`config.mk`:
```
export PLATFORM = sky130hd
export DESIGN_NAME = pong_referee
export DESIGN_NICKNAME = d
export VERILOG_FILES = /design/src/rtl/pong_referee.sv
export SDC_FILE = /design/constraint.sdc
export NUM_CORES = 1
export LEC_CHECK = 0
export ABC_AREA = 1
export CAP_MARGIN = 5
export CORE_UTILIZATION = 40
export CTS_BUF_LIST = sky130_fd_sc_hd__clkbuf_2
export DETAILED_ROUTE_END_ITERATION = 8
export PLACE_DENSITY = 0.75
export SKIP_CTS_REPAIR_TIMING = 1
export SYNTH_ARGS = -nofsm -noshare
export SYNTH_HDL_FRONTEND = slang
export SYNTH_SLANG_ARGS = --single-unit
export TNS_END_PERCENT = 50
```
`constraint.sdc`:
```
create_clock -name clk -period 3.3 [get_ports clk]
set_clock_uncertainty 0.15 [all_clocks]
set_input_delay 0.66 -clock clk [delete_from_list [all_inputs] [get_ports clk]]
set_output_delay 0.66 -clock clk [all_outputs]
set_load 0.02 [all_outputs]
```
`src/rtl/pong_referee.sv`:
```
// ----------------------------------------------------------------------------
// pong_referee
//   Game referee for a pong playfield. It watches the ball position and the
//   ball's edge-win flags, detects paddle contact, keeps both scores and runs
//   the IDLE -> SERVE -> PLAY -> POINT -> (SERVE | GAME_OVER) sequence. It
//   drives the ball block's contact pulses, re-centre and pause controls.
//
// Ports
//   clk            system clock, all logic on the rising edge
//   rst            synchronous active-low reset
//   start          one-cycle start / restart strobe
//   pause_req      user pause level
//   ball_x/ball_y  ball centre
//   win            ball edge flags: [0] right edge (left scores),
//                                   [1] left edge (right scores)
//   paddle_l_y     left paddle centre y
//   paddle_r_y     right paddle centre y
//   touchingPaddle registered contact pulse to the ball: [0] left, [1] right
//   ball_rst       active-high re-centre to the ball
//   pause          freeze to the ball
//   score_l/_r     player scores, saturating at WIN_SCORE
//   game_over      high while in GAME_OVER
//   winner         0 = left won, 1 = right won; valid while game_over
// ----------------------------------------------------------------------------
module pong_referee #(
  parameter int BIT_WIDTH     = 10,
  parameter int MAX_X         = 640,
  parameter int MAX_Y         = 480,
  parameter int BALL_RADIUS   = 8,
  parameter int PADDLE_X_L    = 16,
  parameter int PADDLE_X_R    = 624,
  parameter int PADDLE_HALF_W = 4,
  parameter int PADDLE_HALF_H = 32,
  parameter int SCORE_WIDTH   = 4,
  parameter int WIN_SCORE     = 7,
  parameter int SERVE_DELAY   = 60
) (
  input  logic                   clk,
  input  logic                   rst,
  input  logic                   start,
  input  logic                   pause_req,
  input  logic [BIT_WIDTH-1:0]   ball_x,
  input  logic [BIT_WIDTH-1:0]   ball_y,
  input  logic [1:0]             win,
  input  logic [BIT_WIDTH-1:0]   paddle_l_y,
  input  logic [BIT_WIDTH-1:0]   paddle_r_y,
  output logic [1:0]             touchingPaddle,
  output logic                   ball_rst,
  output logic                   pause,
  output logic [SCORE_WIDTH-1:0] score_l,
  output logic [SCORE_WIDTH-1:0] score_r,
  output logic                   game_over,
  output logic                   winner
);

  localparam logic [2:0] S_IDLE      = 3'd0;
  localparam logic [2:0] S_SERVE     = 3'd1;
  localparam logic [2:0] S_PLAY      = 3'd2;
  localparam logic [2:0] S_POINT     = 3'd3;
  localparam logic [2:0] S_GAME_OVER = 3'd4;

  // One extra bit keeps every sum below free of overflow.
  localparam int CW    = BIT_WIDTH + 1;
  localparam int CNT_W = (SERVE_DELAY > 1) ? $clog2(SERVE_DELAY) : 1;

  localparam logic [CNT_W-1:0]       CNT_LOAD = CNT_W'(SERVE_DELAY - 1);
  localparam logic [SCORE_WIDTH-1:0] WIN_S    = SCORE_WIDTH'(WIN_SCORE);

  // Overlap window constants. The lower x bound is written as
  // ball_x + (radius + half_w) >= paddle_x so nothing is ever subtracted.
  localparam logic [CW-1:0] L_X_HI  = CW'(PADDLE_X_L + PADDLE_HALF_W + BALL_RADIUS);
  localparam logic [CW-1:0] R_X_HI  = CW'(PADDLE_X_R + PADDLE_HALF_W + BALL_RADIUS);
  localparam logic [CW-1:0] L_X_REF = CW'(PADDLE_X_L);
  localparam logic [CW-1:0] R_X_REF = CW'(PADDLE_X_R);
  localparam logic [CW-1:0] X_REACH = CW'(BALL_RADIUS + PADDLE_HALF_W);
  localparam logic [CW-1:0] Y_REACH = CW'(PADDLE_HALF_H + BALL_RADIUS);

  logic [2:0]             state_q, state_d;
  logic [CNT_W-1:0]       cnt_q, cnt_d;
  logic [1:0]             win_cap_q, win_cap_d;
  logic [1:0]             arm_q, arm_d;
  logic [1:0]             touch_q, touch_d;
  logic                   ball_rst_q, ball_rst_d;
  logic                   pause_q, pause_d;
  logic [SCORE_WIDTH-1:0] score_l_q, score_l_d;
  logic [SCORE_WIDTH-1:0] score_r_q, score_r_d;
  logic                   game_over_q, game_over_d;
  logic                   winner_q, winner_d;

  logic [CW-1:0]          bx, by, ply, pry;
  logic                   ov_l, ov_r;
  logic [SCORE_WIDTH-1:0] inc_l, inc_r;
  logic                   contact_ok;

  // Paddle overlap, all compares at BIT_WIDTH+1 bits.
  always_comb begin
    bx   = {1'b0, ball_x};
    by   = {1'b0, ball_y};
    ply  = {1'b0, paddle_l_y};
    pry  = {1'b0, paddle_r_y};
    ov_l = (bx <= L_X_HI) && (bx + X_REACH >= L_X_REF) &&
           (by + Y_REACH >= ply) && (by <= ply + Y_REACH);
    ov_r = (bx <= R_X_HI) && (bx + X_REACH >= R_X_REF) &&
           (by + Y_REACH >= pry) && (by <= pry + Y_REACH);
  end

  // Saturating increments; the game ends at WIN_SCORE so the hold branch is
  // only a guard against wrap.
  assign inc_l = (score_l_q == WIN_S) ? score_l_q : score_l_q + 1'b1;
  assign inc_r = (score_r_q == WIN_S) ? score_r_q : score_r_q + 1'b1;

  // Next-state and next-output logic.
  always_comb begin
    // NOTE: every signal gets a default before the case so no path leaves it
    // unassigned, which would otherwise infer a latch.
    state_d   = state_q;
    cnt_d     = cnt_q;
    win_cap_d = win_cap_q;
    score_l_d = score_l_q;
    score_r_d = score_r_q;
    winner_d  = winner_q;

    case (state_q)
      S_IDLE: begin
        if (start) begin
          state_d   = S_SERVE;
          cnt_d     = CNT_LOAD;
          score_l_d = '0;
          score_r_d = '0;
        end
      end
      S_SERVE: begin
        // pause_req freezes the countdown, including on its last count.
        if (!pause_req) begin
          if (cnt_q == '0) state_d = S_PLAY;
          else             cnt_d   = cnt_q - 1'b1;
        end
      end
      S_PLAY: begin
        if (win != 2'b00) begin
          state_d   = S_POINT;
          win_cap_d = win;
        end
      end
      S_POINT: begin
        state_d = S_SERVE;
        cnt_d   = CNT_LOAD;
        // 2'b11 is a replay: neither side scores.
        if (win_cap_q == 2'b01) begin
          score_l_d = inc_l;
          if (inc_l == WIN_S) begin
            state_d  = S_GAME_OVER;
            winner_d = 1'b0;
          end
        end else if (win_cap_q == 2'b10) begin
          score_r_d = inc_r;
          if (inc_r == WIN_S) begin
            state_d  = S_GAME_OVER;
            winner_d = 1'b1;
          end
        end
      end
      S_GAME_OVER: begin
        if (start) begin
          state_d   = S_SERVE;
          cnt_d     = CNT_LOAD;
          score_l_d = '0;
          score_r_d = '0;
        end
      end
      default: state_d = S_IDLE;
    endcase

    // Outputs are registered from the next state so they line up with it.
    ball_rst_d  = (state_d == S_IDLE) || (state_d == S_SERVE);
    game_over_d = (state_d == S_GAME_OVER);
    case (state_d)
      S_SERVE, S_PLAY:      pause_d = pause_req;
      S_POINT, S_GAME_OVER: pause_d = 1'b1;
      default:              pause_d = 1'b0;
    endcase

    // A win in the same cycle suppresses contact; PLAY is being left anyway.
    contact_ok = (state_q == S_PLAY) && (win == 2'b00) && !pause_req;
    touch_d[0] = contact_ok && arm_q[0] && ov_l;
    touch_d[1] = contact_ok && arm_q[1] && ov_r;

    // An arm is spent by its pulse and re-set once the overlap clears, so a
    // ball lingering inside the paddle bounces only once.
    if (state_q != S_PLAY) begin
      arm_d = 2'b11;
    end else begin
      arm_d[0] = touch_d[0] ? 1'b0 : (!ov_l ? 1'b1 : arm_q[0]);
      arm_d[1] = touch_d[1] ? 1'b0 : (!ov_r ? 1'b1 : arm_q[1]);
    end
  end

  // NOTE: state registers use non-blocking assignments so every flop samples
  // the pre-edge values regardless of statement order.
  always_ff @(posedge clk) begin
    if (!rst) begin
      state_q     <= S_IDLE;
      cnt_q       <= '0;
      win_cap_q   <= 2'b00;
      arm_q       <= 2'b11;
      touch_q     <= 2'b00;
      ball_rst_q  <= 1'b1;
      pause_q     <= 1'b0;
      score_l_q   <= '0;
      score_r_q   <= '0;
      game_over_q <= 1'b0;
      winner_q    <= 1'b0;
    end else begin
      state_q     <= state_d;
      cnt_q       <= cnt_d;
      win_cap_q   <= win_cap_d;
      arm_q       <= arm_d;
      touch_q     <= touch_d;
      ball_rst_q  <= ball_rst_d;
      pause_q     <= pause_d;
      score_l_q   <= score_l_d;
      score_r_q   <= score_r_d;
      game_over_q <= game_over_d;
      winner_q    <= winner_d;
    end
  end

  assign touchingPaddle = touch_q;
  assign ball_rst       = ball_rst_q;
  assign pause          = pause_q;
  assign score_l        = score_l_q;
  assign score_r        = score_r_q;
  assign game_over      = game_over_q;
  assign winner         = winner_q;

endmodule
```
==> Word level (Yosys, flattened, before mapping) <==
Cells that the tools add are included.
{ "word_totals": {"wordCells": 114, "reg_bits": 27, "input_bits": 46, "output_inout_bits": 14} }
{ "op_classes": {"n_mux": 30, "add_sub_neg": 7, "reduce_logical": 32, "n_bitwise": 1, "n_lt_le_gt_ge": 8, "eq_ne": 24} }
{ "ops": {"columns": ["operator", "count"], "rows": [
  ["adder 10 x 6 -> 11 bit, second input constant", 3],
  ["2-to-1 mux 3 bit", 8],
  ["2-to-1 mux 4 bit", 6],
  [">= comparator 11 x 10 -> 1 bit", 2],
  ["less-or-equal comparator 10 x 11 -> 1 bit", 2],
  ["2-to-1 mux 6 bit", 3],
  ["one-hot mux 6 bit (3 select lines)", 1],
  ["== test 4 x 3 -> 1 bit, second input constant", 4],
  ["one-hot mux 4 bit (2 select lines)", 2],
  ["inequality test 2 bit, second input constant", 7],
  ["== test 3 x 2 -> 1 bit, second input constant", 4],
  ["logical AND 1 bit", 12],
  ["one-hot mux 3 bit (4 select lines)", 1],
  ["AND reduction 4 bit", 3],
  ["adder 10 x 4 -> 11 bit, second input constant", 1],
  [">= comparator 11 x 10 -> 1 bit, second input constant", 1],
  [">= comparator 11 x 5 -> 1 bit, second input constant", 1],
  ["less-or-equal comparator 10 bit, second input constant", 1],
  ["less-or-equal comparator 10 x 5 -> 1 bit, second input constant", 1],
  ["adder 4 x 1 -> 4 bit, second input constant", 2],
  ["2-to-1 mux 1 bit", 8],
  ["nonzero test 2 bit", 4],
  ["OR reduction 2 bit", 4],
  ["== test 3 x 1 -> 1 bit, second input constant", 2],
  ["16 further kinds", 19]
]} }

==> Longest topological paths before layout <==
{ "depth": {"word_depth": 10, "mapped_depth": 15, "mapped_depth_nobuf": 15} }

==> Worst setup path before layout <==
Ideal clock, no wire load.
{ "synth_path": {"kind": "input to register", "startpoint": "input port paddle_l_y[3]", "endpoint": "register arm_q[0]", "setup_time_ns": 0.115, "setup_slack_ns": 0.801, "t_arrival_ns": 2.234, "required_time_ns": 3.035, "n_path_buf": 0, "stages": 13, "cell_sequence": "ha_1 o21ai_0 nor3_1 xor2_1 ha_1 and3_1 nand2_1 o21ai_1 inv_1 nand2_1 nand3_1 nor2_1 nand2_1"} }
{ "synth_via": {"elab_chain_len": 5, "elab_cells_between_ends": 8, "classes_between": "add/sub: 1; order compare: 2; eq/ne: 1; mux: 1; reduce/logical: 3"} }
{ "synth_rtl": {"columns": ["item", "line", "rtl"], "rows": [
  ["from (decl)", "45", "input logic [BIT_WIDTH-1:0] paddle_l_y,"],
  ["adder 10 x 6 -> 11 bit or >= comparator 11 x 10 -> 1 bit (tied branches)", "102", "(by + Y_REACH >= ply) && (by <= ply + Y_REACH);"],
  ["less-or-equal comparator 10 x 11 -> 1 bit or logical AND 1 bit (tied branches)", "102, 101", null],
  ["logical AND 1 bit *", "102", null],
  ["logical AND 1 bit", "185", "touch_d[0] = contact_ok && arm_q[0] && ov_l;"],
  ["inequality test 2 bit (no line) or 2-to-1 mux 1 bit (tied branches)", null, null],
  ["to (signal assigned)", "217", "arm_q <= arm_d;"],
  ["to (decl)", "81", "logic [1:0] arm_q, arm_d;"]
]} }
Mark *: on every way between the ends. The rest lies on a longest branch, timed or not.
A chain may end at the register's enable or synchronous reset.

==> Worst setup path after layout <==
{ "layout_path": {"startpoint": "input port ball_y[4]", "endpoint": "register arm_q[1]"} }
{ "layout_via": {"elab_chain_len": 6, "elab_cells_between_ends": 8, "classes_between": "add/sub: 1; order compare: 2; eq/ne: 1; mux: 1; reduce/logical: 3"} }
{ "layout_rtl": {"columns": ["item", "line", "rtl"], "rows": [
  ["from (decl)", "43", "input logic [BIT_WIDTH-1:0] ball_y,"],
  ["adder 10 x 6 -> 11 bit", "104", "(by + Y_REACH >= pry) && (by <= pry + Y_REACH);"],
  [">= comparator 11 x 10 -> 1 bit", "104", null],
  ["logical AND 1 bit", "103", "ov_r = (bx <= R_X_HI) && (bx + X_REACH >= R_X_REF) &&"],
  ["logical AND 1 bit *", "104", null],
  ["logical AND 1 bit", "186", "touch_d[1] = contact_ok && arm_q[1] && ov_r;"],
  ["inequality test 2 bit (no line) or 2-to-1 mux 1 bit (tied branches)", null, null]
]} }
Marks and branches as above.

==> reports/metrics.csv <==
metric,value,unit
Storage cell area,541,µm²
full die area,0.00792,mm²
Max Fclk,0.355,GHz
final core utilization,0.515,
Hold Path End,cnt_q[0],
Worst R2R Start,score_l[0],
FF-to-FF End,ball_rst,
CTS root buf,clkbuf_2,
Final #Nets,631,
CP Launch Type,primary input,
mean area per synthesized cell,6.33,µm²
Sink Count,27,
multiplexer share of the synthesized area,0,
XOR/XNOR share of the synthesized area,0.0492,
Routed WL,7190,µm
Ports,60,
H-tree depth,1,
Core Box Area,0.00729,mm²
fin area,0.00376,mm²
status,"finished, final reports clean",
FF-to-FF path depth,13,
"Seq/Total Area, Yosys",0.179,
TritonCTS Buffers,3,
PortBufs,59,
Via density,4.97,
Tot Pwr,902,µW
multi-input logic area,0.00217,mm²
Initial Util,0.415,
vias in the first global route,2974,
Max Cap Viol,0,
Worst-path clk slew,0.25,ns
remaining global-route overflow,0,
Post-Syn Instances,478,
hold depth,1,
"commonest non-fill, non-tap cell in the layout",nand2_1,
Pleak,0.00181,µW
Worst Hold Class,flip-flop to flip-flop,
setup TNS,0,ns
routability cong.,0.943,
GRT Total Usage,0.196,
Crit. End Element,flip-flop,
source of the worst hold timing path,cnt_q[0],
first-pass GRT wire length,12500,µm
share of post-route cells with drive strength above 1,0.0668,
row cnt,31,
WHS,0.328,ns
worst-margin pin slew,0.461,ns
Final Cycle Share,0.854,
Final ANT Viol Nets,0,
FF-to-FF setup slack,1.43,ns
min Tclk post-route,2.82,ns
Avg WL per Cell,11.3,µm
critical path required time,3.45,ns
CP Max Fanout,4,
die width,89.0,µm
Fin. Hold Viols,0,
via count,3169,
diodes inserted,0,
RSZ-0062 raised after global routing,no,
"commonest cells after routing, fill and taps aside","nand2_1, inv_1, clkdlybuf4s50_1, ha_1, nor2_1",
detailed placer's ending HPWL,6130,µm
CTS tree,yes,
largest net degree at the start of global routing,17,
# DRC,0,
Pre-antenna DRT Iters,4,
Synth Register Bits,27,
Slew HR,0.692,
"Area growth, synth to finish",24.1,%
Setup-failing EPs final,0,
Synth Area in Compound Gates,0.114,
largest family of logic cells by synthesized area,simple AND/OR/NAND/NOR gates,
Worst Setup SP,ball_y[4],
syn nets,569,
synthesized cell area,0.00303,mm²
fillers,739,
Simple-Gate Fraction of Synth Area,0.369,
antenna violations before repair,0,
Post-DP Area,0.00373,mm²
clock tree buffer depth,2,
PwrDens,240,mW/mm²
Iteration-0 DRC Markers,151,
clk_lat worst skew,0.36,ns
Final Slew Violations,0,
type of the worst setup path,primary input to flip-flop,
CP Data Arrival Time,2.97,ns
post-synthesis cell type count,32,
VDD IR max,0.138,mV
synth warn,0,
adder-cell share of the synthesized area,0.186,
Die Height,89.0,µm
cells by family (layout without fill, tap and decap cells):
family,Yosys count,count (layout)
and+or+nand+nor,244,244
buffers and inverters,82,143
AOI/OAI and AO/OA,63,63
adders and majority gates,45,45
DFF,27,27
xor gates and xnor gates,17,17
area by class of cell:
| class | instances | share of cell area |
|---|---|---|
| Clock buffer | 3 | 0.00400 |
| Clock inverter | 1 | 0.00200 |
| Inverter | 79 | 0.0789 |
| Multi-Input combinational cell | 369 | 0.579 |
| Sequential cell | 27 | 0.144 |
| Tap cell | 99 | 0.0330 |
| Timing Repair Buffer | 60 | 0.159 |
critical path: stages:
cell and delay, ns:
clkdlybuf4s50_1 0.51, ha_1 0.25, o21ai_0 0.27, nand3b_1 0.17, xnor2_1 0.10, ha_1 0.36, inv_1 0.05, a21oi_1 0.14
nand4_1 0.11, nand3_1 0.12, nand3_2 0.10, nor2_1 0.09, nand2_1 0.05
synth_stat cells:
master,n,area share
o211a_1,1,0.0033
a21o_1,5,0.012
buf_4,1,0.0025
nand2_1,118,0.15
o21ai_0,9,0.015
nor2_1,42,0.052
xnor2_1,3,0.0087
nor3b_1,1,0.0025
nand3b_1,6,0.015
nor3_2,1,0.0033
nor3_4,1,0.0054
clkbuf_1,2,0.0025
nand4_1,11,0.023
a31oi_1,1,0.0021
a21oi_1,32,0.053
o211ai_1,1,0.0025
inv_2,8,0.0099
o21bai_1,1,0.0025
nor3_1,6,0.0099
dfxtp_1,27,0.18
nor2_2,9,0.019
nand3_2,2,0.0066
o21ai_1,11,0.018
inv_1,71,0.088
nand3_1,37,0.061
o21ai_2,1,0.0029
and3_1,1,0.0021
o21a_1,1,0.0025
nand2_2,6,0.012
ha_1,45,0.19
nor2_4,3,0.011
xor2_1,14,0.041
report_power, final:
group / internal [µW] / switching (µW) / total [µW] / leakage (µW)
Sequential: 344 / 12.8 / 357 / 0.000220
Clock: 28.1 / 100 / 128 / 0.0000126
Combinational: 181 / 236 / 417 / 0.00158
Total: 553 / 349 / 902 / 0.00181
metal layers:
layer,vias up,GRT usage,share of wire
met3,9,0.0240,0.046
li1,1667,-,-
met2,80,0.348,0.47
met4,0,0.0274,0.0064
met5,-,0,0
met1,1413,0.259,0.48
state kept, by name, indices dropped and copies added, names as in the netlist:
signal and flops:
score_r 4, win_cap_q 2, game_over 1, touchingPaddle 2, arm_q 2, pause 1
state_q 3, score_l 4, cnt_q 6, winner 1, ball_rst 1
stage by stage:
step                      setup WS (ns)  cells
after floorplan                   0.801    478
after global placement            0.200    634
after detailed placement          0.111    634
after CTS                         0.550    638
after global routing              0.278    638
final                             0.480    638
worst max-delay path by stage:
stage	to	slack, ns	cells past startpoint
final	arm_q[1]	0.48	13
after global routing	touchingPaddle[0]	0.28	12
after CTS	arm_q[0]	0.55	13
after detailed placement	arm_q[0]	0.11	13
after global placement	arm_q[1]	0.20	13
after floorplan	arm_q[0]	0.80	13
No activity file was read; power rests on OpenSTA's default activity.
